## config.mk

```make
export PLATFORM = sky130hd
export DESIGN_NAME = uart_receiver_param
export DESIGN_NICKNAME = d
export VERILOG_FILES = /design/src/rtl/uart_pkg.sv /design/src/rtl/uart_baud_controller.sv /design/src/rtl/uart_receiver_param.sv
export SDC_FILE = /design/constraint.sdc
export NUM_CORES = 1
export LEC_CHECK = 0
export BUFFER_PORTS_ARGS = -buffer_cell sky130_fd_sc_hd__buf_2
export CORE_MARGIN = 2
export CORE_UTILIZATION = 53
export DETAILED_ROUTE_END_ITERATION = 12
export PLACE_DENSITY = 0.78
export SLEW_MARGIN = 30
export SYNTH_ARGS = -nofsm -noshare
export SYNTH_HDL_FRONTEND = slang
export SYNTH_SLANG_ARGS = --single-unit
```

## constraint.sdc

```tcl
create_clock -name clk -period 1.6 [get_ports clk]
set_input_delay 0.08 -clock clk [delete_from_list [all_inputs] [get_ports clk]]
set_output_delay 0.08 -clock clk [all_outputs]
set_load 0.03 [all_outputs]
```

## src/rtl/uart_pkg.sv

```systemverilog
// Shared definitions for the UART receiver.
// Contents: baud divider table, parity mode encodings, receiver FSM state
// enum, sampling constants and a 2-of-3 majority helper.
package uart_pkg;

    localparam int unsigned SAMPLES_PER_BIT = 16;
    localparam int unsigned SAMPLE_CNT_W    = $clog2(SAMPLES_PER_BIT);

    // Samples that vote on each bit; the decision is taken on the last one.
    localparam logic [SAMPLE_CNT_W-1:0] SAMPLE_VOTE_A = 4'd7;
    localparam logic [SAMPLE_CNT_W-1:0] SAMPLE_VOTE_B = 4'd8;
    localparam logic [SAMPLE_CNT_W-1:0] SAMPLE_VOTE_C = 4'd9;

    // clk cycles per 16x sample tick, indexed by baud_select.
    // 0..7 = 300, 1200, 4800, 9600, 19200, 38400, 57600, 115200 baud at 50 MHz.
    localparam int unsigned BAUD_DIV_W = 14;
    localparam logic [BAUD_DIV_W-1:0] BAUD_DIV [8] = '{
        14'd10417, 14'd2604, 14'd651, 14'd326, 14'd163, 14'd81, 14'd54, 14'd27
    };

    localparam int unsigned PARITY_NONE = 0;
    localparam int unsigned PARITY_EVEN = 1;
    localparam int unsigned PARITY_ODD  = 2;

    typedef enum logic [2:0] {
        StIdle,
        StStart,
        StData,
        StParity,
        StStop,
        StWaitIdle
    } rx_state_e;

    function automatic logic majority3(input logic a, input logic b, input logic c);
        return (a & b) | (a & c) | (b & c);
    endfunction

endpackage

```

## src/rtl/uart_baud_controller.sv

```systemverilog
// 16x oversampling tick generator.
// Ports:
//   clk, reset     system clock, asynchronous active-high reset
//   baud_select    rate index into BAUD_DIV
//   sample_enable  one-cycle pulse per sample tick
module uart_baud_controller
    import uart_pkg::*;
(
    input  logic       clk,
    input  logic       reset,
    input  logic [2:0] baud_select,
    output logic       sample_enable
);

    logic [BAUD_DIV_W-1:0] cnt_q, cnt_d;
    logic [2:0]            sel_q;
    logic                  tick_q, tick_d;

    always_comb begin
        cnt_d  = cnt_q + 1'b1;
        tick_d = 1'b0;
        if (baud_select != sel_q) begin
            // Restart the divider so a new rate takes effect from a clean phase.
            cnt_d = '0;
        end else if (cnt_q >= BAUD_DIV[baud_select] - 14'd1) begin
            cnt_d  = '0;
            tick_d = 1'b1;
        end
    end

    always_ff @(posedge clk or posedge reset) begin
        if (reset) begin
            cnt_q  <= '0;
            sel_q  <= '0;
            tick_q <= 1'b0;
        end else begin
            cnt_q  <= cnt_d;
            sel_q  <= baud_select;
            tick_q <= tick_d;
        end
    end

    assign sample_enable = tick_q;

endmodule

```

## src/rtl/uart_receiver_param.sv

```systemverilog
// Parameterised UART receiver with 3-of-16 majority sampling and a
// valid/ready output buffer.
// Optional feature macro: UART_RX_FIFO_EN selects a FIFO_DEPTH-entry circular
// FIFO; when undefined a single holding register is used.
// Ports:
//   clk, reset   50 MHz clock, asynchronous active-high reset
//   baud_select  rate index (see uart_pkg::BAUD_DIV)
//   RX_EN        receiver enable; low aborts any partial frame
//   RxD          synchronised serial input, idles high
//   Rx_READY     consumer accepts the head entry
//   Rx_DATA      head-entry payload (0 when empty)
//   Rx_VALID     head entry present
//   Rx_PERROR    head-entry parity error
//   Rx_FERROR    head-entry framing error
//   Rx_OVERRUN   one-cycle pulse when a frame is dropped on a full buffer
module uart_receiver_param
    import uart_pkg::*;
#(
    parameter int unsigned DATA_BITS   = 8,
    parameter int unsigned PARITY_MODE = 1,
    parameter int unsigned STOP_BITS   = 1,
    parameter int unsigned FIFO_DEPTH  = 4
) (
    input  logic                 clk,
    input  logic                 reset,
    input  logic [2:0]           baud_select,
    input  logic                 RX_EN,
    input  logic                 RxD,
    input  logic                 Rx_READY,
    output logic [DATA_BITS-1:0] Rx_DATA,
    output logic                 Rx_VALID,
    output logic                 Rx_PERROR,
    output logic                 Rx_FERROR,
    output logic                 Rx_OVERRUN
);

    localparam int unsigned ENTRY_W = DATA_BITS + 2;

    if (DATA_BITS < 5 || DATA_BITS > 9 || PARITY_MODE > 2 || STOP_BITS < 1 || STOP_BITS > 2 ||
        FIFO_DEPTH < 2 || FIFO_DEPTH > 16) begin : g_param_check
        $error("uart_receiver_param: illegal parameter set");
    end

    logic sample_enable;

    uart_baud_controller u_baud (
        .clk          (clk),
        .reset        (reset),
        .baud_select  (baud_select),
        .sample_enable(sample_enable)
    );

    rx_state_e                state_q, state_d;
    logic [SAMPLE_CNT_W-1:0]  cnt_q, cnt_d;
    logic [3:0]               bit_cnt_q, bit_cnt_d;
    logic [DATA_BITS-1:0]     shift_q, shift_d;
    logic [1:0]               vote_q, vote_d;
    logic                     perr_q, perr_d;
    logic                     ferr_q, ferr_d;
    logic                     stop_cnt_q, stop_cnt_d;
    logic                     commit_q, commit_d;
    logic                     maj;

    // Samples 7 and 8 are held in vote_q; sample 9 is the live RxD.
    assign maj = majority3(vote_q[0], vote_q[1], RxD);

    always_comb begin
        state_d    = state_q;
        cnt_d      = cnt_q;
        bit_cnt_d  = bit_cnt_q;
        shift_d    = shift_q;
        vote_d     = vote_q;
        perr_d     = perr_q;
        ferr_d     = ferr_q;
        stop_cnt_d = stop_cnt_q;
        commit_d   = 1'b0;
        if (!RX_EN) begin
            state_d = StIdle;
        end else if (sample_enable) begin
            cnt_d = cnt_q + 1'b1;
            if (cnt_q == SAMPLE_VOTE_A) vote_d[0] = RxD;
            if (cnt_q == SAMPLE_VOTE_B) vote_d[1] = RxD;
            unique case (state_q)
                StIdle: begin
                    if (!RxD) begin
                        // This tick is sample 0 of the start bit.
                        state_d    = StStart;
                        cnt_d      = 4'd1;
                        bit_cnt_d  = '0;
                        perr_d     = 1'b0;
                        ferr_d     = 1'b0;
                        stop_cnt_d = 1'b0;
                    end
                end
                StStart: begin
                    if (cnt_q == SAMPLE_VOTE_C) state_d = maj ? StIdle : StData;
                end
                StData: begin
                    if (cnt_q == SAMPLE_VOTE_C) begin
                        shift_d   = {maj, shift_q[DATA_BITS-1:1]};
                        bit_cnt_d = bit_cnt_q + 4'd1;
                        if (bit_cnt_q == 4'(DATA_BITS - 1)) begin
                            state_d = (PARITY_MODE == PARITY_NONE) ? StStop : StParity;
                        end
                    end
                end
                StParity: begin
                    if (cnt_q == SAMPLE_VOTE_C) begin
                        perr_d  = maj != ((^shift_q) ^ (PARITY_MODE == PARITY_ODD));
                        state_d = StStop;
                    end
                end
                StStop: begin
                    if (cnt_q == SAMPLE_VOTE_C) begin
                        if (!maj) ferr_d = 1'b1;
                        if (STOP_BITS == 2 && !stop_cnt_q) begin
                            stop_cnt_d = 1'b1;
                        end else begin
                            commit_d = 1'b1;
                            // After a framing error, demand a clean idle bit so a break
                            // line does not immediately look like a new start bit.
                            state_d  = (ferr_q || !maj) ? StWaitIdle : StIdle;
                            cnt_d    = '0;
                        end
                    end
                end
                StWaitIdle: begin
                    // cnt counts consecutive high samples here.
                    if (!RxD) cnt_d = '0;
                    else if (cnt_q == SAMPLE_CNT_W'(SAMPLES_PER_BIT - 1)) state_d = StIdle;
                end
                default: state_d = StIdle;
            endcase
        end
    end

    always_ff @(posedge clk or posedge reset) begin
        if (reset) begin
            state_q    <= StIdle;
            cnt_q      <= '0;
            bit_cnt_q  <= '0;
            shift_q    <= '0;
            vote_q     <= '0;
            perr_q     <= 1'b0;
            ferr_q     <= 1'b0;
            stop_cnt_q <= 1'b0;
            commit_q   <= 1'b0;
        end else begin
            state_q    <= state_d;
            cnt_q      <= cnt_d;
            bit_cnt_q  <= bit_cnt_d;
            shift_q    <= shift_d;
            vote_q     <= vote_d;
            perr_q     <= perr_d;
            ferr_q     <= ferr_d;
            stop_cnt_q <= stop_cnt_d;
            commit_q   <= commit_d;
        end
    end

    // Output buffer
    logic [ENTRY_W-1:0] wr_entry, head;
    logic               empty, full, pop, push, overrun_q;

    assign wr_entry = {shift_q, perr_q, ferr_q};
    assign pop      = Rx_VALID & Rx_READY;
    // A pop in the commit cycle frees the slot the commit needs.
    assign push     = commit_q & (~full | pop);

`ifdef UART_RX_FIFO_EN
    localparam int unsigned AW = $clog2(FIFO_DEPTH);

    logic [AW:0]        wr_ptr_q, rd_ptr_q;
    logic [ENTRY_W-1:0] mem [FIFO_DEPTH];

    assign empty = wr_ptr_q == rd_ptr_q;
    assign full  = (wr_ptr_q[AW] != rd_ptr_q[AW]) && (wr_ptr_q[AW-1:0] == rd_ptr_q[AW-1:0]);
    assign head  = mem[rd_ptr_q[AW-1:0]];

    always_ff @(posedge clk or posedge reset) begin
        if (reset) begin
            wr_ptr_q <= '0;
            rd_ptr_q <= '0;
        end else begin
            if (push) wr_ptr_q <= wr_ptr_q + 1'b1;
            if (pop)  rd_ptr_q <= rd_ptr_q + 1'b1;
        end
    end

    always_ff @(posedge clk) begin
        if (push) mem[wr_ptr_q[AW-1:0]] <= wr_entry;
    end
`else
    logic               hold_valid_q;
    logic [ENTRY_W-1:0] hold_q;

    assign empty = ~hold_valid_q;
    assign full  = hold_valid_q;
    assign head  = hold_q;

    always_ff @(posedge clk or posedge reset) begin
        if (reset) begin
            hold_valid_q <= 1'b0;
            hold_q       <= '0;
        end else if (push) begin
            hold_valid_q <= 1'b1;
            hold_q       <= wr_entry;
        end else if (pop) begin
            hold_valid_q <= 1'b0;
        end
    end
`endif

    always_ff @(posedge clk or posedge reset) begin
        if (reset) overrun_q <= 1'b0;
        else       overrun_q <= commit_q & full & ~pop;
    end

    assign Rx_VALID   = ~empty;
    assign Rx_DATA    = Rx_VALID ? head[ENTRY_W-1:2] : '0;
    assign Rx_PERROR  = Rx_VALID & head[1];
    assign Rx_FERROR  = Rx_VALID & head[0];
    assign Rx_OVERRUN = overrun_q;

endmodule

```

Yosys cells after proc, flatten, opt, wreduce, memory -nomap -nowiden

Memories as Yosys holds them, arrays and structs flattened.
Cells that the tools add are included.

Register bits: 54
Output and inout bits: 12
Memory bits (read-only): 112
Bits of input ports: 8
Logic and storage cells: 118
Memories: 1

Reductions and logical operators: 16
Add/sub/neg operators: 4
Equal/unequal tests: 26
Bitwise gates (word level): 15
Muxes and demuxes: 39
$lt $le $gt $ge: 2

Memory list:

| memory           | depth | bits a word | read ports | clocked after Yosys merged registers in | wr ports | RTL line                   | RTL |
|---|---|---|---|---|---|---|---|
| (name not given) | 8     | 14          | 1          | 0                                       | 0        | uart_baud_controller.sv:25 | `end else if (cnt_q >= BAUD_DIV[baud_select] - 14'd1) begin` |

Operators by type and width:

| cell                                                | number |
|---|---|
| two-way mux 14 bit                                  | 4 |
| two-way mux 3 bit                                   | 11 |
| != test 3 bit (second input constant)               | 8 |
| two-way mux 4 bit                                   | 5 |
| case mux 3 bit (6 select lines)                     | 1 |
| adder 14 x 1 -> 14 bit (second input constant)      | 1 |
| >= comparator 14 bit                                | 1 |
| subtractor 14 x 1 -> 14 bit (second input constant) | 1 |
| == test 4 bit (second input constant)               | 3 |
| two-way mux 1 bit                                   | 12 |
| case mux 4 bit (3 select lines)                     | 1 |
| != test 2 bit (second input constant)               | 5 |
| AND reduction 5 bit                                 | 2 |
| bitwise AND 1 bit                                   | 9 |
| AND reduction 9 bit                                 | 1 |
| adder 4 x 1 -> 4 bit (second input constant)        | 2 |
| == test 4 x 3 -> 1 bit (second input constant)      | 2 |
| two-way mux 8 bit                                   | 1 |
| case mux 4 bit (2 select lines)                     | 1 |
| nonzero test 2 bit                                  | 4 |
| parity 8 bit                                        | 1 |
| == test 3 x 2 -> 1 bit (second input constant)      | 2 |
| == test 3 bit (second input constant)               | 2 |
| AND reduction 3 bit                                 | 2 |
| other kinds (16)                                    | 20 |

Logic depth before layout (Yosys ltp)

Gate-level depths: netlist (run 1).

Depth after elaboration: 10
Depth in mapped cells: 17
Mapped depth without buffers: 15

By module

A second synthesis (run 1) with hierarchy kept.

Cell total of the unflattened synthesis: 331
Area total of the unflattened synthesis: 3399.5 µm²

Modules (own cells, without submodules):

| module               | area each (µm²) | times used | cells an instance | seq. area each (µm²) |
|---|---|---|---|---|
| uart_receiver_param  | 1916.8          | 1          | 173               | 900.9 |
| uart_baud_controller | 1482.7          | 1          | 158               | 450.4 |

Least setup slack after synthesis (run 1)

Ideal clock, no wire load.

Path kind: input -> register
From: input port baud_select[0]
To: register u_baud.cnt_q[10]
Slack: -1.343 ns
Path buffers: 2
Setup time: 0.125 ns
Stages: 16
Arrival: 2.819 ns
Path through: buf_4 -> inv_1 -> ha_1 -> nand2_1 -> o21ai_0 -> ha_1 -> o21ai_1 -> or2_4 -> or3b_2 -> ha_1 -> nand4_1 -> nor2_1 -> nand3_1 -> o21ai_1 -> buf_2 -> nor3_1

Word-level cells in the longest chain between the ends: 8
Elaborated cells between the ends (all ways): 9
Classes of those cells: add/sub (1); order compare (1); eq/ne (1); mux (4); bitwise (1); memory (1)

Ends and longest elaborated chain:

| item                                                   | RTL line                   | RTL |
|---|---|---|
| start: declaration                                     | uart_receiver_param.sv:26  | `input logic [2:0] baud_select,` |
| NOT 3 -> 4 bit (implied by the code)                   | uart_baud_controller.sv:25 |  |
| memory (8 x 14 bit)                                    | -                          |  |
| two-way mux 14 bit (implied by the code) (2 in series) | uart_baud_controller.sv:25 |  |
| subtractor 14 x 1 -> 14 bit                            | uart_baud_controller.sv:25 |  |
| >= comparator 14 bit                                   | uart_baud_controller.sv:25 |  |
| two-way mux 14 bit                                     | uart_baud_controller.sv:25 |  |
| two-way mux 14 bit (*)                                 | uart_baud_controller.sv:22 | `if (baud_select != sel_q) begin` |
| net u_baud.cnt_d[10]                                   | uart_baud_controller.sv:15 | `logic [BAUD_DIV_W-1:0] cnt_q, cnt_d;` |
| end signal: assignment                                 | uart_baud_controller.sv:37 | `cnt_q <= cnt_d;` |
| end: declaration                                       | uart_baud_controller.sv:15 |  |

Mark *: on every way through the listed nets, which the timed path passes. The rest lies on a longest branch. The select of a mux whose other input is x is not followed.
A chain may end at the register's enable or synchronous reset.

Worst setup path after layout (run 1)

From: input port baud_select[1]
To: register u_baud.cnt_q[9]

The elaborated chain is that of the path after synthesis.

==> results_dict.tcl, run 1 <==
set metrics [dict create \
    status "finished with violations" \
    violations "setup timing" \
    grt_start_max_net_pins 55 \
    finalHoldViolCount 0 \
    drtAntennaViolNets 0 \
    stdcell_area_sq_um 4750 \
    core-area_sq_um 5960 \
    cts_buffers 5 \
    finalCritPeriodShare 1.52 \
    internal_power_mw 1.93 \
    pwr-share-clk 0.298 \
    seq_area_frac_synth 0.411 \
    cts_tree "built" \
    clock_skew_ps 14.6 \
    async_flop_share 1.00 \
    criticalPathCategory "input pin to register" \
    worst_r2r_startpoint "u_baud.cnt_q[11]" \
    arrival_ps 2680 \
    vias 2751 \
    vdd_drop_max_mv 0.430 \
    worstPathMaxFanout 7 \
    final_nets 449 \
    overflow 0 \
    syn_area_sq_um 3290 \
    p_per_area_nw_per_um2 562 \
    clock-sinks 54 \
    drc 0 \
    syn_inst 317 \
    grt_pass1_vias 2869 \
    ff2ff_setup_slack_ps -410 \
    finalPower_mw 2.67 \
    reg2reg_depth 7 \
    drt_iter0_drc 149 \
    syn_to_final_growth_pct 44.7 \
    ys_seq_elements 54 \
    synth_edf_count 0 \
    setup_slack_ps -834 \
    yosys_warnings 0 \
    cp-endpoint "u_baud.cnt_q[9]" \
    grt_pass1_wl_um 13000 \
    initial_utilization 0.552 \
    num_antenna_cells 0 \
    tns_ps -12140 \
    start_kind "input pin" \
    dp_cells 462 \
    hold_class "input pin to register" \
    fin_cells 491 \
    p_seq_frac 0.524 \
    die_area_sq_um 6850 \
    top_usage_layer "met2" \
    ys.flop_type "dfrtp_1" \
    end_kind "register" \
    drv_slew 0 \
    final_cell_mix "70 x buf_4, 48 x dfrtp_1, 19 x xor2_1" \
    met2_usage 0.473 \
    die_w_um 82.7 \
    antenna_found_initial 0 \
    routed_wl_um 8470 \
    hold_ws_ps 32.8 \
    cp-startpoint "baud_select[1]" \
    synth_nets 351 \
    placed_cell_area_sq_um 4060 \
    slew_headroom 0.701 \
    fmax_mhz 411 \
    p_sw_mw 0.745 \
    final_common_cell "buf_4" \
    slowest_stage "or3b_4" \
    grt_use_met3 0.0424 \
    gp_congestion 0.862 \
    cts_buffer_depth 2 \
    rsz0062_at_grt "yes" \
    vias_per_cell 5.60 \
    cts-root-buf "clkbuf_8" \
    wl_per_cell_um 17.2 \
    die_y_um 82.7 \
    grtUsageMet1 0.279 \
    slowest_delay_ps 400 \
    path_cells "buf_12 > buf_6 > ha_4 > nor3b_4 > o21ai_4 > or2_4 > or3b_4 > ha_4 > a21o_1 > a21o_1 > a211oi_2 > nand2_2 > clkbuf_16 > nor3_2" \
    first_pass_iters 4 \
    port_buffers 19 \
    clk_pin_slew_worst_paths_ps 100 \
    worstReg2RegEnd "u_baud.cnt_q[9]" \
    combPwrFrac 0.178 \
    setup_viol_count_final 15 \
    worstMarginPinSlew_ps 448 \
    p_leak_nw 2.26 \
    ios 20 \
    clk_latency_ps 320 \
    critPathRequiredTime_ps 1850 \
    num_rows 28 \
    gr-usage-all-layers 0.251 \
    p_sw_frac 0.279 \
    dp_hpwl_um 5250 \
    cap_violations 0 \
    drive_above_1_share 0.495 \
    fin_crit_ps 2430 \
    syn_area_per_cell_sq_um 10.4 \
    cts-htree-levels 2 \
    yosysUniqueCellTypes 53 \
]
routing by layer:
layer / share of wire / wire length, um
met5: 0 / 0
met4: 0.029 / 249
met3: 0.027 / 232
met2: 0.55 / 4680
met1: 0.39 / 3300
sequential cells by signal (all words and copies together), names as in the netlist:
| name | count |
|---|---|
| u_baud.cnt_q | 14 |
| Rx_VALID | 1 |
| ferr_q | 1 |
| u_baud.sample_enable | 1 |
| commit_q | 1 |
| Rx_OVERRUN | 1 |
| vote_q | 2 |
| u_baud.sel_q | 3 |
| head | 10 |
| cnt_q | 4 |
| bit_cnt_q | 4 |
| state_q | 3 |
| perr_q | 1 |
| shift_q | 8 |
metrics by stage:
stage	worst slack, ps	util
2_1_floorplan	-979	-
4_1_cts	-829	0.754
6_report	-834	0.798
3_5_place_dp	-1240	0.682
5_1_grt	-963	0.798
3_3_place_gp	-1090	0.682
what timing repair did:
action,CTS,global route
pin swaps,14,17
gates resized for setup,47,50
cloned,2,1
hold buffers,1,0
endpoints found under the hold margin,54,0
endpoints found under the setup margin,30,35
buffers inserted,13,10
cell usage after synthesis, types with 2 or more instances:
library cell  number  share of area
dfrtp_1           54           0.41
ha_1              26          0.099
nand2_1           22          0.025
mux2_2            21          0.072
xor2_1            20          0.053
nor3_1            18          0.027
nor2_1            15          0.017
inv_1             13          0.015
and2_1            12          0.023
o21ai_0           11          0.017
nand3_1           10          0.015
xnor2_1            9          0.024
a21oi_1            8          0.012
a21o_1             6          0.014
buf_2              5         0.0076
clkbuf_1           5         0.0057
nand4_1            5         0.0095
a31oi_1            4         0.0076
mux2i_1            4          0.012
and3_1             3         0.0057
nand4b_1           3         0.0080
o211ai_1           3         0.0069
a211oi_2           2         0.0076
a21boi_0           2         0.0046
and2b_1            2         0.0046
and4_1             2         0.0053
buf_4              2         0.0046
nand2b_1           2         0.0038
nor3b_1            2         0.0046
nor4_1             2         0.0038
o21ai_1            2         0.0030
kinds of logic after synthesis:
logic type      Yosys count  synth area share
compound gates           44            0.0876
simple gates            112             0.198
buf+inv                  25            0.0327
xor+xnor                 30            0.0842
flops                    54             0.411
fa+ha+maj                27             0.102
mux                      25            0.0842
critical path, delay by kind of cell:
family / cells / cell delay (ps)
AND/OR/NAND/NOR: 5 / 1190
AO/OA/AOI/OAI: 4 / 650
buffers and inverters: 3 / 430
adder cells (fa/ha/maj): 2 / 320
power by group through the flow:
stage | sequential, mW | combinational (mW) | clock, mW
after global placement | 1.42 | 0.330 | 0
after detailed placement | 1.42 | 0.344 | 0
after floorplan | 1.42 | 0.213 | 0
after CTS | 1.40 | 0.407 | 0.811
after global routing | 1.40 | 0.513 | 0.872
final | 1.40 | 0.476 | 0.796
how the worst min path moves through the flow:
stage,from,end,slack [ps],cells after the start
after floorplan,baud_select[0],u_baud.sel_q[0],110,0
after global placement,reset,head[5],150,3
after detailed placement,reset,head[5],150,3
after CTS,baud_select[1],u_baud.sel_q[1],2,2
after global routing,baud_select[1],u_baud.sel_q[1],30,2
final,baud_select[1],u_baud.sel_q[1],30,2
area by class of cell:
class,instances,area (sq um)
Tap cell,75,93.8
Clock buffer,5,68.8
Sequential cell,54,1360
Inverter,13,71.3
Multi-Input combinational cell,238,2270
Timing Repair Buffer,103,867
Fill cell,363,1200
Clock inverter,3,23.8
Power figures use the tool's default switching activity.
==> inputs of run 2 (changes only) <==
==> constraint.sdc (replaced) <==
create_clock -name clk -period 1.6 [get_ports clk]
set_input_delay 0 -clock clk [delete_from_list [all_inputs] [get_ports clk]]
set_output_delay 0 -clock clk [all_outputs]
set_load 0.03 [all_outputs]
==> results_dict.tcl, run 2 (synthesized netlist as in run 1, its figures left out) <==
set metrics [dict create \
    grt_start_max_net_pins 34 \
    top_register "u_baud.cnt_q" \
    grt_pass1_vias 2765 \
    initial_utilization 0.552 \
    drv_slew 0 \
    overflow 0 \
    end_kind "register" \
    dp_hpwl_um 5380 \
    first_pass_iters 4 \
    vias 2762 \
    fin_cells 494 \
    cts-htree-levels 2 \
    clock-sinks 54 \
    syn_to_final_growth_pct 43.0 \
    clk_latency_ps 320 \
    start_kind "input pin" \
    criticalPathCategory "input pin to register" \
    antenna_found_initial 0 \
    wl_per_cell_um 16.7 \
    die_area_sq_um 6850 \
    cts_tree "built" \
    rsz0062_at_grt "yes" \
    arrival_ps 2640 \
    drt_iter0_drc 174 \
    status "finished with violations" \
    met1_length_um 3290 \
    hold_class "input pin to register" \
    wl_met3_um 262 \
    die_w_um 82.7 \
    vdd_drop_max_mv 0.450 \
    finalCritPeriodShare 1.49 \
    fmax_mhz 418 \
    slew_headroom 0.656 \
    cts_buffer_depth 2 \
    final_nets 452 \
    setup_slack_ps -791 \
    clock_skew_ps 6.36 \
    largest_reg_flops 14 \
    met2_length_um 4500 \
    p_leak_nw 2.25 \
    num_rows 28 \
    grt_pass1_wl_um 12400 \
    gr-usage-all-layers 0.240 \
    cap_violations 0 \
    drtAntennaViolNets 0 \
    finalHoldViolCount 0 \
    core-area_sq_um 5960 \
    num_antenna_cells 0 \
    drive_above_1_share 0.470 \
    clk_pin_slew_worst_paths_ps 100 \
    cts-root-buf "clkbuf_8" \
    final_cell_mix "73 x buf_4, 51 x dfrtp_1, 21 x mux2_2" \
    routed_wl_um 8230 \
    dp_cells 463 \
    gp_congestion 0.875 \
    critPathRequiredTime_ps 1850 \
    drc 0 \
    die_y_um 82.7 \
    ios 20 \
    vias_per_cell 5.59 \
    final_common_cell "buf_4" \
    worstMarginPinSlew_ps 515 \
    violations "setup timing" \
    setup_viol_count_final 17 \
    port_buffers 19 \
    hold_ws_ps 93.3 \
    top_layer "met4" \
    nFillCells 367 \
    p_per_area_nw_per_um2 567 \
    worstPathMaxFanout 7 \
    cts_buffers 5 \
    fin_crit_ps 2390 \
]
[run 2: cell types whose count changed in the layout (fill, tap and decap cells not counted), sizes merged]
cell / before / now
buf: 100 / 98
clkinv: 1 / 3
clkinvlp: 2 / 0
dlygate4sd3: 1 / 6
[run 2: critical path, cell delays in order]
cell	delay, ps
buf_12	110
buf_8	120
ha_4	160
nor3b_4	220
o21ai_2	90
or2_4	240
or3b_4	400
ha_4	160
a21o_1	160
a21o_1	210
a211oi_2	260
nand2_2	150
clkbuf_16	200
nor3_2	140
[run 2: path summary, 6_finish.rpt]
check,startpoint,to,slack (ps),cells past startpoint
max reg2reg,u_baud.cnt_q[11],u_baud.cnt_q[1],-380,7
max in group asynchronous,reset,cnt_q[0],790,4
min reg2reg,commit_q,Rx_VALID,490,2
min,RxD,vote_q[0],90,2
min in group asynchronous,reset,u_baud.cnt_q[10],250,3
max,baud_select[1],u_baud.cnt_q[1],-790,14
[run 2: per-layer routing]
layer  up-vias  track usage
li1       1322            -
met1      1355        0.280
met2        64        0.434
met3        21       0.0435
met4         0       0.0918
met5         -            0
[run 2: cell type report]
class / instances / area (sq um) / area share
inverter: 13 / 63.8 / 0.0136
clock inverter: 3 / 26.3 / 0.00559
clock buffer: 5 / 68.8 / 0.0146
tap: 75 / 93.8 / 0.0200
timing repair buffer: 106 / 896 / 0.191
multi-input combinational: 238 / 2200 / 0.467
sequential: 54 / 1360 / 0.288
[run 2: where the power goes]
| part | total, mW | internal [mW] | leakage [nW] | switching, mW |
|---|---|---|---|---|
| Sequential | 1.39 | 1.38 | 0.742 | 0.0139 |
| Combinational | 0.465 | 0.227 | 1.46 | 0.238 |
| Clock | 0.806 | 0.317 | 0.0483 | 0.489 |
[run 2: repair_timing]
| item | 4_1_cts | 5_1_grt |
|---|---|---|
| hold buffers | 6 | 0 |
| endpoints found under the setup margin | 26 | 30 |
| resized for setup | 38 | 32 |
| buffers inserted | 8 | 7 |
| pin swaps | 26 | 28 |
| endpoints found under the hold margin | 28 | 0 |
| cloned | 1 | 1 |
[run 2: per-stage QoR]
step / TNS, ps / instance area, sq um / power (mW) / setup WS (ps) / utilization
2_1_floorplan: -12720 / 3460 / 1.63 / -899 / -
3_3_place_gp: -15140 / 4080 / 1.76 / -1010 / 0.685
3_5_place_dp: -16950 / 4080 / 1.78 / -1140 / 0.685
4_1_cts: -10970 / 4480 / 2.63 / -784 / 0.752
5_1_grt: -12870 / 4700 / 2.77 / -870 / 0.789
6_report: -11180 / 4700 / 2.66 / -791 / 0.789
==> inputs of run 3 (changes only) <==
PLACE_DENSITY = 0.75   (was 0.78)
clock period = 2.2 ns   (was 1.6 ns; I/O delays follow)
==> results_dict.tcl, run 3 (synthesized netlist as in run 1, its figures left out) <==
set metrics [dict create \
    nFillCells 447 \
    path_cells "buf_12 > clkinv_8 > ha_4 > inv_4 > a21oi_4 > ha_4 > o21ai_2 > or2_4 > or3b_4 > ha_4 > a21o_1 > a21o_1 > a211oi_2 > nand2_2 > buf_12 > nor3_2" \
    top_register "u_baud.cnt_q" \
    hold_ws_ps 44.1 \
    worstReg2RegEnd "u_baud.cnt_q[6]" \
    cp.depth 16 \
    slew_headroom 0.631 \
    multi_input_area_sq_um 2150 \
    reg2reg_depth 8 \
    die_y_um 82.7 \
    cts_buffers 5 \
    fin_util 0.725 \
    finalHoldViolCount 0 \
    final_cell_mix "54 x dfrtp_1, 32 x buf_4, 21 x mux2_2" \
    num_antenna_cells 0 \
    p_leak_nw 2.03 \
    critPathRequiredTime_ps 2440 \
    port_buffers 19 \
    slowest_stage "or3b_4" \
    p_seq_frac 0.538 \
    cts_tree "built" \
    regArea_sq_um 1350 \
    wl_per_cell_um 15.7 \
    cp-startpoint "baud_select[1]" \
    first_pass_iters 4 \
    drt_iter0_drc 125 \
    initial_utilization 0.552 \
    tns_ps -2510 \
    slowest_delay_ps 420 \
    ios 20 \
    placed_cell_area_sq_um 3820 \
    path_delay_family "simple AND/OR/NAND/NOR gates" \
    internal_power_mw 1.38 \
    dp_slack_ps -504 \
    grt_pass1_vias 2548 \
    p_sw_frac 0.269 \
    violations "setup timing" \
    clk_pin_slew_worst_paths_ps 100 \
    syn_to_final_growth_pct 31.5 \
    grt_pass1_wl_um 11700 \
    fin_crit_ps 2410 \
    routed_wl_um 7090 \
    fmax_mhz 415 \
    cap_violations 0 \
    status "finished with violations" \
    end_kind "register" \
    vdd_drop_max_mv 0.274 \
    dp_hpwl_um 4870 \
    drtAntennaViolNets 0 \
    vias 2556 \
    finalCritPeriodShare 1.09 \
    worstPathMaxFanout 7 \
    pwr-share-clk 0.298 \
    arrival_ps 2650 \
    clock-sinks 54 \
    criticalPathCategory "input pin to register" \
    cts_buffer_depth 2 \
    antenna_found_initial 0 \
    worstMarginPinSlew_ps 553 \
    clk_latency_ps 310 \
    cts-root-buf "clkbuf_8" \
    core-area_sq_um 5960 \
    combPwrFrac 0.164 \
    cpMostUsedCell "ha_4" \
    final_common_cell "dfrtp_1" \
    drv_slew 0 \
    die_w_um 82.7 \
    vias_per_cell 5.65 \
    hold_class "input pin to register" \
    p_sw_mw 0.508 \
    gp_congestion 0.878 \
    die_area_sq_um 6850 \
    cts-htree-levels 2 \
    worst_r2r_startpoint "u_baud.cnt_q[3]" \
    p_per_area_nw_per_um2 436 \
    crit_buf_inv 4 \
    setup_viol_count_final 15 \
    clock_skew_ps 14.0 \
    cp-endpoint "u_baud.cnt_q[10]" \
    overflow 0 \
    start_kind "input pin" \
    gr-usage-all-layers 0.223 \
    largest_reg_flops 14 \
    ff2ff_setup_slack_ps 50 \
    num_rows 28 \
    drc 0 \
    grt_start_max_net_pins 30 \
    drive_above_1_share 0.371 \
    stdcell_area_sq_um 4320 \
    rsz0062_at_grt "yes" \
    setup_slack_ps -207 \
    final_nets 410 \
]
[run 3: per-layer routing]
metal	wire, um	part of all wire	vias to the layer above	track usage
li1	-	-	1245	-
met1	2890	0.41	1250	0.259
met2	3860	0.54	49	0.419
met3	193	0.027	12	0.0337
met4	141	0.020	0	0.0656
met5	0	0	-	0
[run 3: repair_timing]
action                                  4_1_cts  5_1_grt
endpoints found under the setup margin       15       15
gates resized for setup                      31       26
hold buffers                                  4        0
endpoints found under the hold margin        31        0
setup buffers                                 4        3
pin swaps                                     0       24
cloned                                        2        0
[run 3: area by class of cell]
class | instances | area share
Clock buffer | 5 | 0.0159
Clock inverter | 3 | 0.00550
Inverter | 13 | 0.0165
Multi-Input combinational cell | 238 | 0.497
Sequential cell | 54 | 0.313
Tap cell | 75 | 0.0217
Timing Repair Buffer | 64 | 0.130
[run 3: power by group through the flow]
| stage | registers [mW] | logic [mW] | clock network [mW] |
|---|---|---|---|
| 2_1_floorplan | 1.03 | 0.155 | 0 |
| 3_3_place_gp | 1.03 | 0.231 | 0 |
| 3_5_place_dp | 1.03 | 0.238 | 0 |
| 4_1_cts | 1.01 | 0.284 | 0.578 |
| 5_1_grt | 1.02 | 0.337 | 0.620 |
| 6_report | 1.01 | 0.309 | 0.561 |
[run 3: worst min path at each step]
stage	startpoint	to	slack [ps]	cells after the start
finish	baud_select[2]	u_baud.sel_q[2]	40	2
global route	baud_select[2]	u_baud.sel_q[2]	40	2
CTS	baud_select[2]	u_baud.sel_q[2]	10	2
detailed placement	reset	head[5]	90	2
global placement	reset	head[5]	80	2
floorplan	baud_select[0]	u_baud.sel_q[0]	30	0
[run 3: metrics by stage]
stage / total power, mW / std cells
6_report: 1.88 / 452
5_1_grt: 1.97 / 452
4_1_cts: 1.88 / 450
3_5_place_dp: 1.27 / 432
3_3_place_gp: 1.26 / 432
2_1_floorplan: 1.19 / 317
